===== src/rtl/debugger_pkg.sv =====
// rtl/debugger_pkg.sv - shared debugger encodings and defaults
package debugger_pkg;

  typedef enum logic [1:0] {
    ST_IDLE = 2'd0,
    ST_RUN  = 2'd1,
    ST_DONE = 2'd2,
    ST_HOLD = 2'd3
  } step_state_e;

  localparam logic STEP_MODE_CYCLE = 1'b0;
  localparam logic STEP_MODE_INSTR = 1'b1;

  localparam int unsigned DEFAULT_MAX_STEP_CYCLES = 16;

endpackage


===== src/rtl/cpu_step_controller.sv =====
// rtl/cpu_step_controller.sv - gates the 6502 clock enable for debugger single-step and free-run
module cpu_step_controller
  import debugger_pkg::*;
#(
  parameter int unsigned MAX_STEP_CYCLES = DEFAULT_MAX_STEP_CYCLES,
  parameter int unsigned COUNT_W         = 8
) (
  input  logic               i_clk,
  input  logic               i_reset_n,
  input  logic               i_start_step,
  input  logic               i_step_mode,
  input  logic               i_run,
  input  logic               i_cpu_sync,
  output logic               o_cpu_ce,
  output logic               o_step_completed,
  output logic               o_busy,
  output logic               o_timeout,
  output logic [COUNT_W-1:0] o_last_step_cycles
);

  localparam logic [COUNT_W-1:0] MAX_CNT = MAX_STEP_CYCLES[COUNT_W-1:0];

  step_state_e        state_q, state_d;
  logic [COUNT_W-1:0] count_q, count_d;
  logic               mode_q, mode_d;
  logic               timeout_q, timeout_d;
  logic [COUNT_W-1:0] last_q, last_d;

  logic ce_dec;
  logic done_dec;
  logic started;
  logic at_max;
  logic stop;

  assign started = (count_q != '0);
  assign at_max  = (count_q == MAX_CNT);
  // SYNC in the first RUN cycle is the fetch we are already parked on, so it never stops the step
  assign stop = ((mode_q == STEP_MODE_CYCLE) && started)
             || ((mode_q == STEP_MODE_INSTR) && started && i_cpu_sync)
             || at_max;

  always_comb begin
    state_d   = state_q;
    count_d   = count_q;
    mode_d    = mode_q;
    timeout_d = timeout_q;
    last_d    = last_q;
    ce_dec    = 1'b0;
    done_dec  = 1'b0;
    case (state_q)
      ST_IDLE: begin
        ce_dec = i_run;
        if (!i_run && i_start_step) begin
          mode_d    = i_step_mode;
          count_d   = '0;
          timeout_d = 1'b0;
          state_d   = ST_RUN;
        end
      end
      ST_RUN: begin
        ce_dec = !stop;
        if (!stop) begin
          count_d = count_q + COUNT_W'(1);
        end else begin
          last_d    = count_q;
          timeout_d = at_max && !((mode_q == STEP_MODE_INSTR) && i_cpu_sync);
          state_d   = ST_DONE;
        end
      end
      ST_DONE: begin
        done_dec = 1'b1;
        state_d  = i_start_step ? ST_HOLD : ST_IDLE;
      end
      ST_HOLD: begin
        if (!i_start_step) state_d = ST_IDLE;
      end
      default: state_d = ST_IDLE;
    endcase
  end

  always_ff @(posedge i_clk or negedge i_reset_n) begin
    if (!i_reset_n) begin
      state_q   <= ST_IDLE;
      count_q   <= '0;
      mode_q    <= STEP_MODE_CYCLE;
      timeout_q <= 1'b0;
      last_q    <= '0;
    end else begin
      state_q   <= state_d;
      count_q   <= count_d;
      mode_q    <= mode_d;
      timeout_q <= timeout_d;
      last_q    <= last_d;
    end
  end

  // Reset gates the decodes so a free-run request cannot clock the CPU while held in reset
  assign o_cpu_ce           = i_reset_n && ce_dec;
  assign o_step_completed   = i_reset_n && done_dec;
  assign o_busy             = (state_q != ST_IDLE);
  assign o_timeout          = timeout_q;
  assign o_last_step_cycles = last_q;

endmodule


===== config.mk =====
export PLATFORM = sky130hd
export DESIGN_NAME = cpu_step_controller
export DESIGN_NICKNAME = d
export VERILOG_FILES = /design/src/rtl/debugger_pkg.sv /design/src/rtl/cpu_step_controller.sv
export SDC_FILE = /design/constraint.sdc
export NUM_CORES = 1
export LEC_CHECK = 0
export CELL_PAD_IN_SITES_DETAIL_PLACEMENT = 0
export CELL_PAD_IN_SITES_GLOBAL_PLACEMENT = 1
export CORE_MARGIN = 10
export CORE_UTILIZATION = 38
export CTS_BUF_LIST = sky130_fd_sc_hd__clkbuf_4 sky130_fd_sc_hd__clkbuf_8
export DETAILED_ROUTE_END_ITERATION = 6
export GPL_TIMING_DRIVEN = 1
export PLACE_DENSITY = 0.85
export SYNTH_ARGS = -nofsm -noshare
export SYNTH_HDL_FRONTEND = slang
export SYNTH_SLANG_ARGS = --single-unit
export TNS_END_PERCENT = 20

===== constraint.sdc =====
create_clock -name i_clk -period 1.9 [get_ports i_clk]
set_clock_uncertainty 0.2 [all_clocks]
set_input_delay 0.285 -clock i_clk [delete_from_list [all_inputs] [get_ports i_clk]]
set_output_delay 0.285 -clock i_clk [all_outputs]
set_load 0.03 [all_outputs]

==> flow_summary.yaml, run 1 <==
status:
  status: "complete, but fails checks"
  violations: "negative setup slack"
synth:
  netlist_area_mm2: 0.00102
  yosysTopAreaCellShare_pct: 49.1
  yosys_register_bits: 20
  synth_edf_count: 0
  synthArstFlopShare_pct: 100
  yosys_warnings: 0
  yosysSeqAreaShare_pct: 49.1
  syn_inst: 96
  ys.flop_type: "dfrtp_1"
  synthDistinctLibCells: 31
  synth_nets: 104
  yosysTopAreaCell: "dfrtp_1"
  avgSynthCellArea_um2: 10.6
  ys_top_cells_by_area: "dfrtp_1 49%, mux2_2 8.8%, nand2_1 6.6%"
sta:
  fmaxAchievable_mhz: 464
  rsz0062_at_grt: "true"
  fin_crit_sh_pct: 113
  finalCriticalPeriod_ps: 2150
  setup_slack_ps: -254
  max-slew-margin-rel_pct: 76.4
  worst_slew_pin_slew_ps: 350
  drv_slew: 0
  hold_violations: 0
  finalSetupViolCount: 9
floorplan:
  dieArea_mm2: 0.00516
  die_h_um: 71.8
  initial_core_util_pct: 40.4
  ios: 18
  dieWidth_um: 71.8
  core_area_mm2: 0.00252
  rows: 18
global_route:
  grt_pass1_vias: 913
  grt_pass1_wl_um: 4240
  antenna_found_initial: 0
  grtUsageTotal_pct: 10.0
  grt_max_degree: 21
  overflow: 0
pwr:
  p_leak_nw: 0.749
  comb_power_share_pct: 56.0
  seqPwrFrac_pct: 31.2
  swShare_pct: 38.3
  p_int_w: 0.00118
  clkPwrFrac_pct: 12.8
  power_density_mw_per_mm2: 1280
  peakVddDrop_mv: 0.904
  p_switching_w: 0.000734
placement:
  io_buffers: 17
  hpwl_um: 1920
  preCtsSetupSlack_ps: -141
  gp_congestion: 0.838
route:
  viasPerCell: 5.17
  drc: 0
  drt_wl_total_um: 2520
  antenna_left: 0
  wl_per_cell_um: 15.1
  dr.pass1.iters: 4
  num_vias: 863
  drt_iter0_markers: 30
finish:
  diodes: 0
  multi_input_area_um2: 557
  nets: 146
  fin_util_pct: 59.1
  layout-drive-gt1-share_pct: 33.6
  areaGrowthSynthToFinish_pct: 46.3
  fillCellCount: 225
  seqCellArea_um2: 502
  mostFrequentLayoutCells: "22 x buf_4, 19 x dfrtp_1, 18 x nand2_1, 13 x clkdlybuf4s50_1, 9 x nor2_1"
  layout_commonest_cell: "buf_4"
setup_path:
  max_stage_delay_ps: 420
  worst_ep_required_time_ps: 1410
  worstPathCellList: "nor4_4 > nand3b_4 > mux2i_4 > a21boi_4 > buf_6"
  cp.arrival_ps: 1670
  critPathKind: "reg2out"
  path_buf_inv: 1
  critical_path.slowest_cell: "dfrtp_1"
  cp_max_fo: 2
  critPathLaunchType: "register"
  endpoint_kind: "primary output"
  path_delay_family: "simple AND/OR/NAND/NOR gates"
clock_tree:
  cts-htree-levels: 1
  cts_buffers: 3
  cts.clk_slew.worst_paths_ps: 110
  cts_sinks: 20
  root_buffer: "clkbuf_4"
  cts_tree: "done"
  clkLatencyLatePin_ps: 300
  cts_buffer_depth: 2
min_path:
  min_path_type: "in2async"
run:
  maxCapViolations: 0
-- flip-flops by register name, summed over array words and instances (netlist names) --
signal,flops
o_timeout,1
state_q,2
o_last_step_cycles,8
mode_q,1
count_q,8
-- repair_timing --
action / 4_1_cts / 5_1_grt
pin swaps: 3 / 2
hold buffers: 0 / 0
resized for setup: 3 / 3
setup buffers: 1 / 0
hold endpoints to repair: 0 / 0
setup endpoints to repair: 9 / 14
-- logic make-up (layout without fill, tap and decap cells) --
| group | Yosys count | after routing | share of synthesized area [%] |
|---|---|---|---|
| simple gates | 43 | 43 | 21.7 |
| mux | 13 | 13 | 15.0 |
| fa+ha+maj | 2 | 2 | 2.45 |
| xor+xnor | 4 | 4 | 3.44 |
| buf+inv | 5 | 46 | 1.84 |
| flops | 20 | 20 | 49.1 |
| compound gates | 9 | 9 | 6.50 |
-- final cells by class --
class | instances | area share [%]
Clock buffer | 4 | 2.43
Tap cell | 30 | 2.52
Multi-Input combinational cell | 71 | 37.3
Timing Repair Buffer | 39 | 23.3
Inverter | 3 | 0.755
Sequential cell | 20 | 33.6
-- synthesized netlist by cell type, types with 2 or more instances --
cell type  count
dfrtp_1       20
nand2_1       18
nor2_1         9
mux2_2         8
mux2i_1        4
inv_1          3
a21boi_0       2
clkbuf_1       2
ha_1           2
nand4_1        2
nor2b_1        2
nor3b_1        2
nor4_1         2
xnor2_1        2
xor2_1         2
-- power by group through the flow --
| stage | clock network [W] | registers, W | logic [W] |
|---|---|---|---|
| floorplan | 0 | 0.000644 | 0.000557 |
| global placement | 0 | 0.000600 | 0.00102 |
| detailed placement | 0 | 0.000603 | 0.00105 |
| CTS | 0.000253 | 0.000595 | 0.00108 |
| global route | 0.000278 | 0.000610 | 0.00115 |
| finish | 0.000245 | 0.000597 | 0.00107 |
-- stage by stage --
stage               TNS (ps)  hold slack [ps]  cells  cell area (um2)  power, W
finish                 -1110              198    167             1490   0.00191
global route           -1800              221    167             1490   0.00204
CTS                    -1390              204    167             1480   0.00193
detailed placement     -1180              295    162             1430   0.00165
global placement        -875              289    162             1430   0.00162
floorplan              -43.5             -211     96             1070   0.00120
-- final timing paths --
| kind | end | slack (ps) | startpoint | cells past startpoint |
|---|---|---|---|---|
| setup reg to reg | o_last_step_cycles[5] | -130 | count_q[6] | 6 |
| hold / removal | state_q[1] | 200 | i_reset_n | 2 |
| max in group asynchronous | state_q[1] | 1080 | i_reset_n | 2 |
| setup / recovery | o_cpu_ce | -250 | count_q[6] | 5 |
| hold reg to reg | o_last_step_cycles[7] | 320 | o_last_step_cycles[7] | 1 |
| min in group i_clk | mode_q | 300 | i_step_mode | 3 |
-- metal layers --
layer / GRT usage, % / vias to the layer above / share of wire, %
li1: - / 415 / -
met1: 12.1 / 422 / 43
met2: 15.2 / 22 / 48
met3: 3.58 / 4 / 8.2
met4: 5.38 / 0 / 1.2
met5: 0 / - / 0
Power figures use the tool's default switching activity.
==> inputs of run 2 (changes only) <==
- SETUP_SLACK_MARGIN: unset -> 0.4
==> run 2 against run 1 <==
The run still ends with negative setup slack left. Non-clock buffer count rose by 5. Register-to-register slack got worse by 110 ps. Via count rose by 4.1%. First-iteration DRC count rose by 30%. Setup slack got worse by 14 ps. Power rose by 9.6%. Global-route usage rose by 1.4 points. Sequential power fell by 1%. Core utilization rose by 2.3 points. Largest power group unchanged.
==> flow_summary.yaml, run 2 (synthesized netlist as in run 1, its figures left out) <==
pwr:
  peakVddDrop_mv: 0.822
  power_density_mw_per_mm2: 1350
  p_leak_nw: 0.784
sta:
  max-slew-margin-rel_pct: 82.1
  fmaxAchievable_mhz: 461
  drv_slew: 0
  tns_ps: -1920
  hold_violations: 0
  fin_crit_sh_pct: 114
  finalCriticalPeriod_ps: 2170
  rsz0062_at_grt: "true"
  worst_slew_pin_slew_ps: 267
  setup_slack_ps: -268
  finalSetupViolCount: 9
setup_path:
  r2r_cells: 7
  max_stage_delay_ps: 430
  critPathKind: "reg2out"
  critical_path.slowest_cell: "dfrtp_1"
  r2r_slack_ps: -240
  worst_ep_required_time_ps: 1410
  reg2reg_to: "o_last_step_cycles[6]"
  cp.arrival_ps: 1680
  worstPathCellList: "nor4_4 > nand3b_4 > mux2i_4 > a21boi_4 > buf_6"
  path_delay_family: "simple AND/OR/NAND/NOR gates"
  path_buf_inv: 1
  r2r_start: "count_q[6]"
  cp_max_fo: 2
  endpoint_kind: "primary output"
  critPathLaunchType: "register"
status:
  violations: "negative setup slack"
  status: "complete, but fails checks"
finish:
  layout_commonest_cell: "buf_4"
  diodes: 0
  nets: 151
  areaGrowthSynthToFinish_pct: 51.9
  fillCellCount: 222
  mostFrequentLayoutCells: "22 x buf_4, 18 x dfrtp_1, 17 x nand2_1, 8 x nor2_1, 7 x buf_6"
  layout-drive-gt1-share_pct: 47.2
clock_tree:
  clkLatencyLatePin_ps: 320
  cts-htree-levels: 1
  cts_tree: "done"
  cts.clk_slew.worst_paths_ps: 120
  root_buffer: "clkbuf_4"
  cts_buffer_depth: 2
  cts_sinks: 20
  cts_buffers: 3
placement:
  gp_congestion: 0.765
  hpwl_um: 1950
  preCtsSetupSlack_ps: -123
  io_buffers: 17
route:
  wl_per_cell_um: 16.0
  drt_iter0_markers: 39
  num_vias: 898
  drt_wl_total_um: 2750
  antenna_left: 0
  dr.pass1.iters: 4
  drc: 0
  viasPerCell: 5.22
floorplan:
  initial_core_util_pct: 40.4
  core_area_mm2: 0.00252
  dieWidth_um: 71.8
  die_h_um: 71.8
  rows: 18
  ios: 18
  dieArea_mm2: 0.00516
global_route:
  grt_max_degree: 21
  grt_pass1_wl_um: 4750
  grtUsageTotal_pct: 11.4
  antenna_found_initial: 0
  grt_pass1_vias: 985
  overflow: 0
run:
  maxCapViolations: 0
min_path:
  min_path_type: "in2async"
-- run 2: changes by cell type in the layout (fill, tap and decap cells not counted), moves of 3 or more --
cell / delta
mux2_4: +3
clkdlybuf4s50_1: -8
mux2_2: -3
clkbuf_2: +3
buf_2: +5
buf_6: +6
-- run 2: cell type report --
cell class	instances	area [um2]	area share [%]
well taps	30	37.5	2.42
multi-input cells	71	597	38.5
clock buffers	4	36.3	2.34
inverters	3	11.3	0.727
repair buffers	44	364	23.5
flip-flops and latches	20	503	32.5
-- run 2: worst max-delay path by stage --
| stage | start | endpoint | slack [ps] | cells past startpoint |
|---|---|---|---|---|
| 6_report | count_q[6] | o_cpu_ce | -270 | 5 |
| 5_1_grt | count_q[6] | o_cpu_ce | -350 | 5 |
| 4_1_cts | count_q[5] | o_cpu_ce | -280 | 5 |
| 3_5_place_dp | i_start_step | o_timeout | -120 | 5 |
| 3_3_place_gp | i_cpu_sync | count_q[7] | -90 | 6 |
| 2_1_floorplan | count_q[6] | o_cpu_ce | -20 | 4 |
-- run 2: through the flow --
stage | power (W) | instances | hold WS (ps) | util, % | area, um2
after floorplan | 0.00122 | 96 | -211 | - | 1070
after global placement | 0.00162 | 161 | 291 | 56.8 | 1430
after detailed placement | 0.00165 | 161 | 298 | 56.8 | 1430
after CTS | 0.00203 | 171 | 199 | 61.8 | 1560
after global routing | 0.00223 | 172 | 211 | 61.4 | 1550
final | 0.00210 | 172 | 191 | 61.4 | 1550
-- run 2: timing repair --
item                                    CTS  global route
endpoints found under the setup margin   32            30
gates resized for setup                  43            17
setup buffers                             6             1
pin swaps                                11             8
hold buffers                              0             0
-- run 2: where the power goes --
group | switching, W | internal (W) | leakage [nW]
logic | 0.000604 | 0.000648 | 0.494
clock network | 0.000140 | 0.000117 | 0.0210
registers | 0.0000754 | 0.000513 | 0.269
total | 0.000819 | 0.00128 | 0.784
-- run 2: layer usage --
metal / GRT usage, % / vias to the layer above / share of wire, %
li1: - / 429 / -
met1: 13.7 / 443 / 44
met2: 17.5 / 19 / 46
met3: 3.72 / 7 / 6.3
met4: 6.67 / 0 / 3.3
met5: 0 / - / 0
==> inputs of run 3 (changes only) <==
- ABC_AREA: unset -> 1
- ABC_CLOCK_PERIOD_IN_PS: unset -> 1900
- CAP_MARGIN: unset -> 20
- CORE_UTILIZATION: 38 -> 36
==> run 3 against run 2 <==
The flow still finishes with violations (negative setup slack). Combinational power down 4%. Critical path type unchanged. Sequential power down 3.4%. Hold slack better by 90 ps. Largest cell class unchanged. Die area is 14% higher. Sequential share of layout area decreased by 1.9 points. Wire length fell by 1.1%. Clock power rose by 38%. Non-clock buffer count down 1. Critical endpoint unchanged. Power increased by 1.3%. Fmax rose by 5.5%. Final cell count rose by 37%. Via count increased by 19%.
==> flow_summary.yaml, run 3 <==
finish:
  nets: 201
  layout.cells.non_filler: 236
  mostFrequentLayoutCells: "42 x nand2_1, 23 x buf_4, 20 x dfrtp_1"
  areaGrowthSynthToFinish_pct: 42.1
  layout-drive-gt1-share_pct: 33.3
  diodes: 0
  fillCellCount: 309
  seqCellArea_um2: 500
  multi_input_area_um2: 629
  layout_commonest_cell: "nand2_1"
synth:
  synth.most_common_cell: "nand2_1"
  yosysTopAreaCellShare_pct: 43.4
  synthArstFlopShare_pct: 100
  synth_edf_count: 0
  yosys_register_bits: 20
  netlist_area_mm2: 0.00115
  synth_nets: 158
  yosysTopAreaCell: "dfrtp_1"
  yosys-top-cells-count: "46 x nand2_1, 20 x dfrtp_1, 17 x inv_1"
  avgSynthCellArea_um2: 7.68
  synthDistinctLibCells: 26
  ys.flop_type: "dfrtp_1"
  yosys_warnings: 0
  yosysSeqAreaShare_pct: 43.4
  syn_inst: 150
  ys_top_cells_by_area: "dfrtp_1 43%, nand2_1 15%, nand3_1 6.1%"
global_route:
  antenna_found_initial: 0
  grt_pass1_vias: 1008
  grt_max_degree: 21
  grtUsageTotal_pct: 9.23
  overflow: 0
  grt_pass1_wl_um: 4540
setup_path:
  cp.arrival_ps: 1570
  critPathLaunchType: "register"
  critPathKind: "reg2out"
  cp_max_fo: 2
  worst_ep_required_time_ps: 1410
  endpoint_kind: "primary output"
sta:
  setup_slack_ps: -155
  finalCriticalPeriod_ps: 2050
  fin_crit_sh_pct: 108
  rsz0062_at_grt: "true"
  fmaxAchievable_mhz: 487
  hold_violations: 0
  drv_slew: 0
  max-slew-margin-rel_pct: 80.6
  worst_slew_pin_slew_ps: 290
  finalSetupViolCount: 1
placement:
  io_buffers: 17
  hpwl_um: 2050
  dp.cells: 220
  gp_congestion: 0.868
pwr:
  power_density_mw_per_mm2: 1300
  power_w: 0.00213
  peakVddDrop_mv: 0.730
  p_leak_nw: 0.837
floorplan:
  dieArea_mm2: 0.00586
  ios: 18
  rows: 20
  die_h_um: 76.6
  initial_core_util_pct: 37.7
  dieWidth_um: 76.6
  core_area_mm2: 0.00305
route:
  dr.pass1.iters: 4
  num_vias: 1072
  drc: 0
  antenna_left: 0
  viasPerCell: 4.54
  wl_per_cell_um: 11.5
  drt_iter0_markers: 60
  drt_wl_total_um: 2720
clock_tree:
  cts_buffers: 3
  cts_buffer_depth: 2
  root_buffer: "clkbuf_4"
  cts_tree: "done"
  cts.clk_slew.worst_paths_ps: 120
  cts_sinks: 20
  clkLatencyLatePin_ps: 310
  cts-htree-levels: 1
run:
  maxCapViolations: 0
status:
  status: "complete, but fails checks"
  violations: "negative setup slack"
min_path:
  min_path_type: "reg2reg"
-- run 3: changes by cell type in the layout (fill, tap and decap cells not counted), sizes merged, moves of 3 or more --
cell	change
clkbuf	-4
inv	+14
mux2	-7
mux2i	-5
nand2	+31
nand3	+15
nand4	+3
nor2	+9
o21ai	+8
-- run 3: final cells by class --
cell class                 count  area share [%]
timing repair buffer          43            20.6
tap                           44            3.36
inverter                      17            3.90
sequential                    20            30.6
clock inverter                 1            1.83
multi-input combinational    108            38.4
clock buffer                   3            1.38
-- run 3: path summary, 6_finish.rpt --
kind | from | endpoint | slack [ps] | cells past startpoint
hold / removal | o_last_step_cycles[3] | o_last_step_cycles[3] | 280 | 2
max in group asynchronous | i_reset_n | count_q[5] | 800 | 3
setup reg to reg | count_q[0] | count_q[5] | 190 | 10
hold reg to reg | o_last_step_cycles[3] | o_last_step_cycles[3] | 280 | 2
min in group asynchronous | i_reset_n | o_last_step_cycles[2] | 490 | 3
setup / recovery | count_q[0] | o_cpu_ce | -150 | 7
-- run 3: cell families (layout without fill, tap and decap cells) --
group	Yosys count	count (layout)	share of synthesized area, %
buf+inv	22	64	9.34
xor+xnor	2	2	1.52
mux	1	1	0.977
simple gates	91	91	36.2
compound gates	12	12	6.41
fa+ha+maj	2	2	2.17
flops	20	20	43.4
-- run 3: per-layer routing --
layer	global-route usage, %	wire, um	part of all wire, %	vias up
li1	-	-	-	560
met2	16.3	1400	52	20
met4	3.16	32	1.2	0
met5	0	0	0	-
met1	10.1	1200	44	487
met3	2.83	80	2.9	5
-- run 3: through the flow --
stage               setup WS [ps]  TNS, ps  hold slack, ps  util, %  cell area [um2]
floorplan                    42.7        0            -211        -             1180
global placement             77.4        0             256     47.7             1460
detailed placement           51.1        0             258     47.7             1460
CTS                          -145     -145             289     52.7             1610
global route                 -209     -209             310     53.6             1640
finish                       -155     -155             282     53.6             1640
-- run 3: timing repair --
item | 4_1_cts | 5_1_grt
hold endpoints to repair | 20 | 0
setup buffers | 6 | 5
gates resized for setup | 46 | 26
hold buffers | 1 | 0
setup endpoints to repair | 32 | 30
pin swaps | 5 | 4
gates cloned | 0 | 0
-- run 3: power breakdown --
| group | switching (W) | total, W | internal, W |
|---|---|---|---|
| registers | 0.0000627 | 0.000569 | 0.000506 |
| logic | 0.000681 | 0.00120 | 0.000521 |
| clock network | 0.000141 | 0.000354 | 0.000214 |
-- run 3: critical path, cell delays in order (launching register included) --
cell and delay [ps]:
dfrtp_1 420, inv_2 80, ha_4 150, nand2_4 50, o21ai_4 150, nand3_2 110
a21oi_4 140, buf_6 140
